===== src/rtl/alien_formation.sv =====
// Alien formation mover: sweeps the 5x10 grid across the screen,
// drops a row at each edge and halts on landing or defeat.
module alien_formation #(
  parameter int BasePeriod    = 5000000,
  parameter int FastPeriod    = 1250000,
  parameter int FastThreshold = 10,
  parameter int StepX         = 10,
  parameter int StepY         = 10,
  parameter int StartCol      = 20,
  parameter int StartRow      = 40,
  parameter int LandRow       = 440,
  parameter int ScreenWidth   = 640
) (
  input  logic        Clk,
  input  logic        Reset,
  input  logic        Enable,
  input  logic [49:0] Aliens_Grid,
  input  logic        Aliens_Defeated,
  output logic [8:0]  Aliens_Row,
  output logic [9:0]  Aliens_Col,
  output logic        Step_Tick,
  output logic        Aliens_Landed,
  output logic        Direction
);

  typedef enum logic [1:0] {
    MOVE_RIGHT = 2'd0,
    MOVE_LEFT  = 2'd1,
    HALTED     = 2'd2
  } state_t;

  localparam logic [22:0] BaseM1 = 23'(BasePeriod - 1);
  localparam logic [22:0] FastM1 = 23'(FastPeriod - 1);

  state_t      r_state;
  logic [22:0] r_cnt;
  logic [8:0]  r_row;
  logic [9:0]  r_col;
  logic        r_tick;
  logic        r_landed;
  logic        r_dir;

  logic [9:0]  w_col_any;
  logic [4:0]  w_row_any;
  logic [5:0]  w_count;
  logic [3:0]  w_jmin;
  logic [3:0]  w_jmax;
  logic [2:0]  w_imax;

  always_comb begin
    w_col_any = '0;
    w_row_any = '0;
    w_count   = '0;
    for (int i = 0; i < 5; i++) begin
      for (int j = 0; j < 10; j++) begin
        if (Aliens_Grid[i*10+j]) begin
          w_col_any[j] = 1'b1;
          w_row_any[i] = 1'b1;
          w_count      = w_count + 6'd1;
        end
      end
    end
    w_jmin = '0;
    for (int j = 9; j >= 0; j--)
      if (w_col_any[j]) w_jmin = 4'(j);
    w_jmax = '0;
    for (int j = 0; j < 10; j++)
      if (w_col_any[j]) w_jmax = 4'(j);
    w_imax = '0;
    for (int i = 0; i < 5; i++)
      if (w_row_any[i]) w_imax = 3'(i);
  end

  logic [11:0] w_xmax;
  logic [11:0] w_xmin;
  logic [11:0] w_ybot;
  logic        w_drop_r;
  logic        w_drop_l;
  logic        w_land;
  logic        w_kill;
  logic        w_due;
  logic [22:0] w_lim;
  logic [9:0]  w_col_dec;

  assign w_xmin = {2'b0, r_col} + 12'd40 * {8'b0, w_jmin};
  assign w_xmax = {2'b0, r_col} + 12'd40 * {8'b0, w_jmax}
                + 12'(30 + StepX);
  assign w_ybot = {3'b0, r_row} + 12'd30 * {9'b0, w_imax} + 12'd20;

  assign w_drop_r = w_xmax > 12'(ScreenWidth - 1);
  assign w_drop_l = w_xmin < 12'(StepX);
  assign w_kill   = Aliens_Defeated || (Aliens_Grid == '0);
  assign w_land   = w_ybot >= 12'(LandRow);
  assign w_lim    = (w_count <= 6'(FastThreshold)) ? FastM1 : BaseM1;
  assign w_due    = r_cnt >= w_lim;

  // Saturate so a left step with jmin > 0 can never wrap below 0
  assign w_col_dec = (r_col >= 10'(StepX)) ? r_col - 10'(StepX) : '0;

  always_ff @(posedge Clk) begin
    if (Reset) begin
      r_state  <= MOVE_RIGHT;
      r_cnt    <= '0;
      r_row    <= 9'(StartRow);
      r_col    <= 10'(StartCol);
      r_tick   <= 1'b0;
      r_landed <= 1'b0;
      r_dir    <= 1'b1;
    end else begin
      r_tick <= 1'b0;
      case (r_state)
        HALTED: ;
        default: begin
          if (w_kill) begin
            r_state <= HALTED;
            r_cnt   <= '0;
          end else if (Enable && w_land) begin
            r_landed <= 1'b1;
            r_state  <= HALTED;
            r_cnt    <= '0;
          end else if (Enable) begin
            if (w_due) begin
              r_cnt  <= '0;
              r_tick <= 1'b1;
              if (r_state == MOVE_RIGHT) begin
                if (w_drop_r) begin
                  r_row   <= r_row + 9'(StepY);
                  r_state <= MOVE_LEFT;
                  r_dir   <= 1'b0;
                end else begin
                  r_col <= r_col + 10'(StepX);
                end
              end else begin
                if (w_drop_l) begin
                  r_row   <= r_row + 9'(StepY);
                  r_state <= MOVE_RIGHT;
                  r_dir   <= 1'b1;
                end else begin
                  r_col <= w_col_dec;
                end
              end
            end else begin
              r_cnt <= r_cnt + 23'd1;
            end
          end
        end
      endcase
    end
  end

  assign Aliens_Row    = r_row;
  assign Aliens_Col    = r_col;
  assign Step_Tick     = r_tick;
  assign Aliens_Landed = r_landed;
  assign Direction     = r_dir;

endmodule


===== config.mk =====
export PLATFORM = sky130hd
export DESIGN_NAME = alien_formation
export DESIGN_NICKNAME = d
export VERILOG_FILES = /design/src/rtl/alien_formation.sv
export SDC_FILE = /design/constraint.sdc
export NUM_CORES = 1
export LEC_CHECK = 0
export CAP_MARGIN = 30
export CORE_MARGIN = 2
export CORE_UTILIZATION = 50
export DETAILED_ROUTE_END_ITERATION = 8
export PLACE_DENSITY = 0.8
export SLEW_MARGIN = 10
export SYNTH_ARGS = -nofsm -noshare
export SYNTH_HDL_FRONTEND = slang
export SYNTH_SLANG_ARGS = --single-unit
export TNS_END_PERCENT = 30

===== constraint.sdc =====
create_clock -name Clk -period 55.5 [get_ports Clk]
set_input_delay 8.325 -clock Clk [delete_from_list [all_inputs] [get_ports Clk]]
set_output_delay 8.325 -clock Clk [all_outputs]
set_load 0.005 [all_outputs]

==> results.cfg, run 1 <==
[run_status]
outcome = complete, no violations

[synthesis]
ys_top_cells_by_area = ha_1 (13%), xnor2_1 (9.0%), dfxtp_1 (8.3%)
synth_area_sq_um = 10910
synth_edf_count = 0
yosysUniqueCellTypes = 94
synth.avg_cell_area_sq_um = 7.623
synth_top_cell_by_area = ha_1
async_reset_ff_share_pct = 0
ys_ff_latch = 45
yosysWarnings = 0
syn_inst = 1431
yosysSeqAreaShare_pct = 8.258
synth_top_flop_cell = dfxtp_1
synth_top_area_share_pct = 12.85

[die]
die_area_sq_um = 23020
io_pins = 76
start_util_pct = 50.46
die_y_microns = 151.7
rows = 54
core_area_sq_um = 21620
fp.dieW_microns = 151.7

[critical_path]
path_common_cell = ha_1
end_kind = flip-flop
path_class = in -> reg
cpPeakStageDelay_ns = 0.53
cp.arrival_ns = 45.69
start_kind = primary input
required_ns = 55.66
cp_slowest_cell = clkdlybuf4s50_1
worstPathMaxFanout = 11

[layout]
mostFrequentLayoutCells = nand2_1 (138), nor2_1 (124), xnor2_1 (112), ha_1 (112), inv_1 (82)
seqCellArea_sq_um = 900.9
antenna_cells = 0
multi_input_area_sq_um = 9428
nets = 1621
final_common_cell = nand2_1
n_fill_cell = 2029
area_delta_synth_final_pct = 8.762
instances_no_fill = 1730
fin_util_pct = 54.88
drive_gt1_share_pct = 4.966

[hold_path]
worst_hold_path_type = reg -> reg

[sta]
hold_viol = 0
fin_crit_ns = 45.53
slew-limit-headroom_pct = 41.43
fin_tns_setup_ns = 0
skew_ns = 0.008493
timing.final.crit_share_pct = 82.04
rsz0062_at_grt = no
finalSetupViolCount = 0
slew_violations = 0
max_freq_ghz = 0.02196
worstMarginPinSlew_ns = 0.8705

[route]
routed_wl_mm = 26.60
via_per_inst = 5.880
drtPass1Iterations = 5
drc = 0
antenna_left = 0
wl_per_cell_microns = 15.38
drtIter0Drc = 397
num_vias = 10170

[global_route]
grt_pass1_wl_mm = 43.61
grt-ovfl-total = 0
antenna_found_initial = 1
grt_pass1_vias = 9434
grt_max_degree = 25
grt_util_all_layers_pct = 22.75

[clock_tree]
cts_buffer_depth = 2
insertion_delay_ns = 0.29
cts_tree = built
cts_resized = 0
hold_buffers = 0
cts_buffers = 5
post_cts_buffers = 0
htree_levels = 2
cts.clk_slew.worst_paths_ns = 0.07
clkSinkCount = 45
root_buffer = clkbuf_16

[placement]
dp_cells = 1722
routabilityCongestion = 0.8953
port_buffers = 73
hpwlAfterDp_mm = 21.70

[run]
maxCapViolCount = 0
-- cell families (layout without fill, tap and decap cells) --
kind of cell    count (synthesis)  in the layout  synth area share [%]
simple gates                  520            520                 24.23
compound gates                320            320                 19.27
xor+xnor                      239            239                 24.76
buf+inv                       147            164                 5.390
fa+ha+maj                     119            119                 14.04
flops                          45             45                 8.258
mux                            40             40                 4.014
other cells                     1              3               0.03437
-- synthesized netlist by cell type, drive strengths merged (5+ instances only) --
cell    instances
clkbuf         50
ha            112
and2           14
dfxtp          45
a211oi         12
a311oi          7
o31a            5
a21o           24
and3           18
or4             9
buf            15
a31o            5
nor2b          23
nand4          15
o21bai          6
a21oi          78
o22ai          12
nand3          42
nor2          124
nor4           20
or2            12
xor3            6
a31oi          17
xnor2         127
inv            82
nand2b         20
nor3b           8
o31ai          14
fa              6
o21ai          72
o21a           10
nand3b         10
or3            15
and3b           7
nor3           25
o211ai          9
nand2         138
a211o           6
mux2i          28
xor2           81
mux2           10
xnor3          25
and4            6
-- critical path, delay by kind of cell --
family	cells	cell delay, ns
AOI/OAI and AO/OA	64	10.72
adders and majority gates	49	14.44
buffers and inverters	10	1.32
muxes	11	2.87
and+or+nand+nor	54	7.96
-- per-stage QoR --
| stage | hold WS [ns] | worst slack (ns) | area (sq um) |
|---|---|---|---|
| after floorplan | 0.4605 | 14.24 | 10920 |
| after global placement | 0.4906 | 11.15 | 11730 |
| after detailed placement | 0.4903 | 10.04 | 11730 |
| after CTS | 0.5045 | 10.17 | 11870 |
| after global routing | 0.5399 | 7.340 | 11870 |
| final | 0.5129 | 9.968 | 11870 |
-- registers in the layout, indices dropped and copies added, names as in the netlist --
register       flops
Aliens_Col         9
Step_Tick          1
Direction          1
Aliens_Row         8
Aliens_Landed      1
r_cnt             23
r_state            2
-- per-layer routing --
layer	vias up	track usage, %	share of wire (%)
met5	-	0	0.041
met4	2	6.019	2.4
met3	47	2.335	5.8
met1	4703	29.56	45
li1	5151	-	-
met2	269	40.16	47
-- layout make-up --
cell class	count	share of cell area [%]
multi-input cells	1241	79.46
flip-flops and latches	45	7.593
repair buffers	74	6.222
well taps	280	2.953
inverters	82	2.594
clock buffers	7	1.118
clock inverters	1	0.06327
-- worst paths after layout --
check | start | to | slack (ns) | depth (start not counted)
setup / recovery | Aliens_Grid[0] | Aliens_Row[5] | 9.97 | 188
hold / removal | r_state[0] | r_state[0] | 0.51 | 2
setup reg to reg | r_cnt[4] | Aliens_Row[5] | 50.48 | 21
hold reg to reg | r_state[0] | r_state[0] | 0.51 | 2
Power of run 1 is left out: the tool's default activity adds up to more than one toggle a clock period on the data nets, which glitch-free logic cannot reach.
==> run 2, diff against run 1 <==
--- a/config.mk
+++ b/config.mk
@@ -9,7 +9,7 @@
 export CORE_MARGIN = 2
 export CORE_UTILIZATION = 50
 export DETAILED_ROUTE_END_ITERATION = 8
-export PLACE_DENSITY = 0.8
+export PLACE_DENSITY = 0.83
 export SLEW_MARGIN = 10
 export SYNTH_ARGS = -nofsm -noshare
 export SYNTH_HDL_FRONTEND = slang
==> constraint.sdc (replaced) <==
create_clock -name Clk -period 39.1 [get_ports Clk]
set_input_delay 5.865 -clock Clk [delete_from_list [all_inputs] [get_ports Clk]]
set_output_delay 5.865 -clock Clk [all_outputs]
set_load 0.005 [all_outputs]
==> results.cfg, run 2 (synthesized netlist as in run 1, its figures left out) <==
[critical_path]
crit_path_start = Aliens_Grid[1]
setup.worst_path.end = Aliens_Row[3]
start_kind = primary input
timing.rr.end = Aliens_Row[3]
worstPathMaxFanout = 4
end_kind = flip-flop
cp_slowest_cell = or3b_2
r2r_start = r_cnt[0]
cpPeakStageDelay_ns = 0.43
path_common_cell = ha_1
required_ns = 39.27
path_class = in -> reg
cp.arrival_ns = 38.51
reg2reg_depth = 21
rrSetupSlack_ns = 34.55

[hold_path]
worst_hold_path_type = reg -> reg

[placement]
placed_area_sq_um = 12350
hpwlAfterDp_mm = 22.63
port_buffers = 73
routabilityCongestion = 0.8853

[die]
start_util_pct = 50.46
core_area_sq_um = 21620
rows = 54
die_area_sq_um = 23020
io_pins = 76
fp.dieW_microns = 151.7
die_y_microns = 151.7

[layout]
area_delta_synth_final_pct = 22.32
n_fill_cell = 1721
mostFrequentLayoutCells = nand2_1 (128), nor2_1 (120), xnor2_1 (112), buf_4 (111), ha_1 (94)
design_area_sq_um = 13340
regMostFlops = r_cnt
seqCellArea_sq_um = 900.9
fin_util_pct = 61.72
multi_input_area_sq_um = 10030
largest_reg_flops = 23
drive_gt1_share_pct = 17.21
nets = 1734
final_common_cell = nand2_1

[global_route]
grt_max_degree = 25
grt_pass1_wl_mm = 46.30
grt_util_all_layers_pct = 24.01
antenna_found_initial = 1
grt_pass1_vias = 10210
grt-ovfl-total = 0

[clock_tree]
htree_levels = 2
cts.clk_slew.worst_paths_ns = 0.06
root_buffer = clkbuf_16
hold_buffers = 0
insertion_delay_ns = 0.30
cts_tree = built
cts_buffer_depth = 2
clkSinkCount = 45
cts_buffers = 5

[run]
maxCapViolCount = 0

[sta]
worstMarginPinSlew_ns = 0.9719
finalSetupViolCount = 0
hold_ws_ns = 0.5177
skew_ns = 0.01072
slew_violations = 0
slew-limit-headroom_pct = 34.61
fin_crit_ns = 38.34
hold_viol = 0
max_freq_ghz = 0.02608
timing.final.crit_share_pct = 98.06

[route]
drtIter0Drc = 695
num_vias = 11130
wl_met1_mm = 12.58
antenna_left = 0
dr.max_layer_used = met4
via_per_inst = 6.037
drtPass1Iterations = 8
wl_met3_mm = 1.794
wl_per_cell_microns = 16.46
met2WireLength_mm = 14.78
routed_wl_mm = 30.36
drc = 0

[run_status]
outcome = complete, no violations
run 2: metrics by stage:
step | setup slack (ns) | setup TNS [ns] | cells
after floorplan | 0.3023 | 0 | 1433
after global placement | -0.1149 | -0.5691 | 1803
after detailed placement | -1.055 | -36.88 | 1803
after CTS | 0.002892 | 0 | 1824
after global routing | -0.5596 | -18.20 | 1843
final | 0.7585 | 0 | 1844
run 2: worst min-delay path by stage:
stage	startpoint	endpoint	slack, ns	cells past startpoint
5_1_grt	r_state[0]	r_state[0]	0.54	2
3_3_place_gp	r_state[0]	r_state[0]	0.49	2
6_report	r_state[0]	r_state[0]	0.52	2
4_1_cts	r_state[0]	r_state[0]	0.52	2
2_1_floorplan	Aliens_Landed	Aliens_Landed	0.46	2
3_5_place_dp	r_state[0]	r_state[0]	0.51	2
run 2: layout make-up:
cell class | count | area share [%]
antenna | 1 | 0.01875
clock buffer | 5 | 0.9376
clock inverter | 3 | 0.1969
inverter | 82 | 2.307
multi-input combinational | 1241 | 75.13
sequential | 45 | 6.751
tap | 280 | 2.625
timing repair buffer | 187 | 12.03
run 2: layer usage:
| metal | track usage (%) | vias up |
|---|---|---|
| met5 | 0 | - |
| met4 | 7.917 | 0 |
| met3 | 2.006 | 100 |
| met2 | 43.24 | 385 |
| met1 | 30.15 | 5280 |
| li1 | - | 5367 |
run 2: repair_timing:
item                                    CTS  global route
endpoints found under the setup margin   44            44
pin swaps                                 9            32
resized for setup                        21           115
setup buffers                            13            19
cloned                                    0             0
run 2: worst max-delay path, delay by kind of cell:
| family | cells | cell delay, ns |
|---|---|---|
| adders and majority gates | 48 | 13.16 |
| muxes | 11 | 2.67 |
| and+or+nand+nor | 52 | 6.45 |
| AOI/OAI and AO/OA | 63 | 8.74 |
| buffers and inverters | 15 | 1.65 |
Power of run 2 is left out for the same reason.
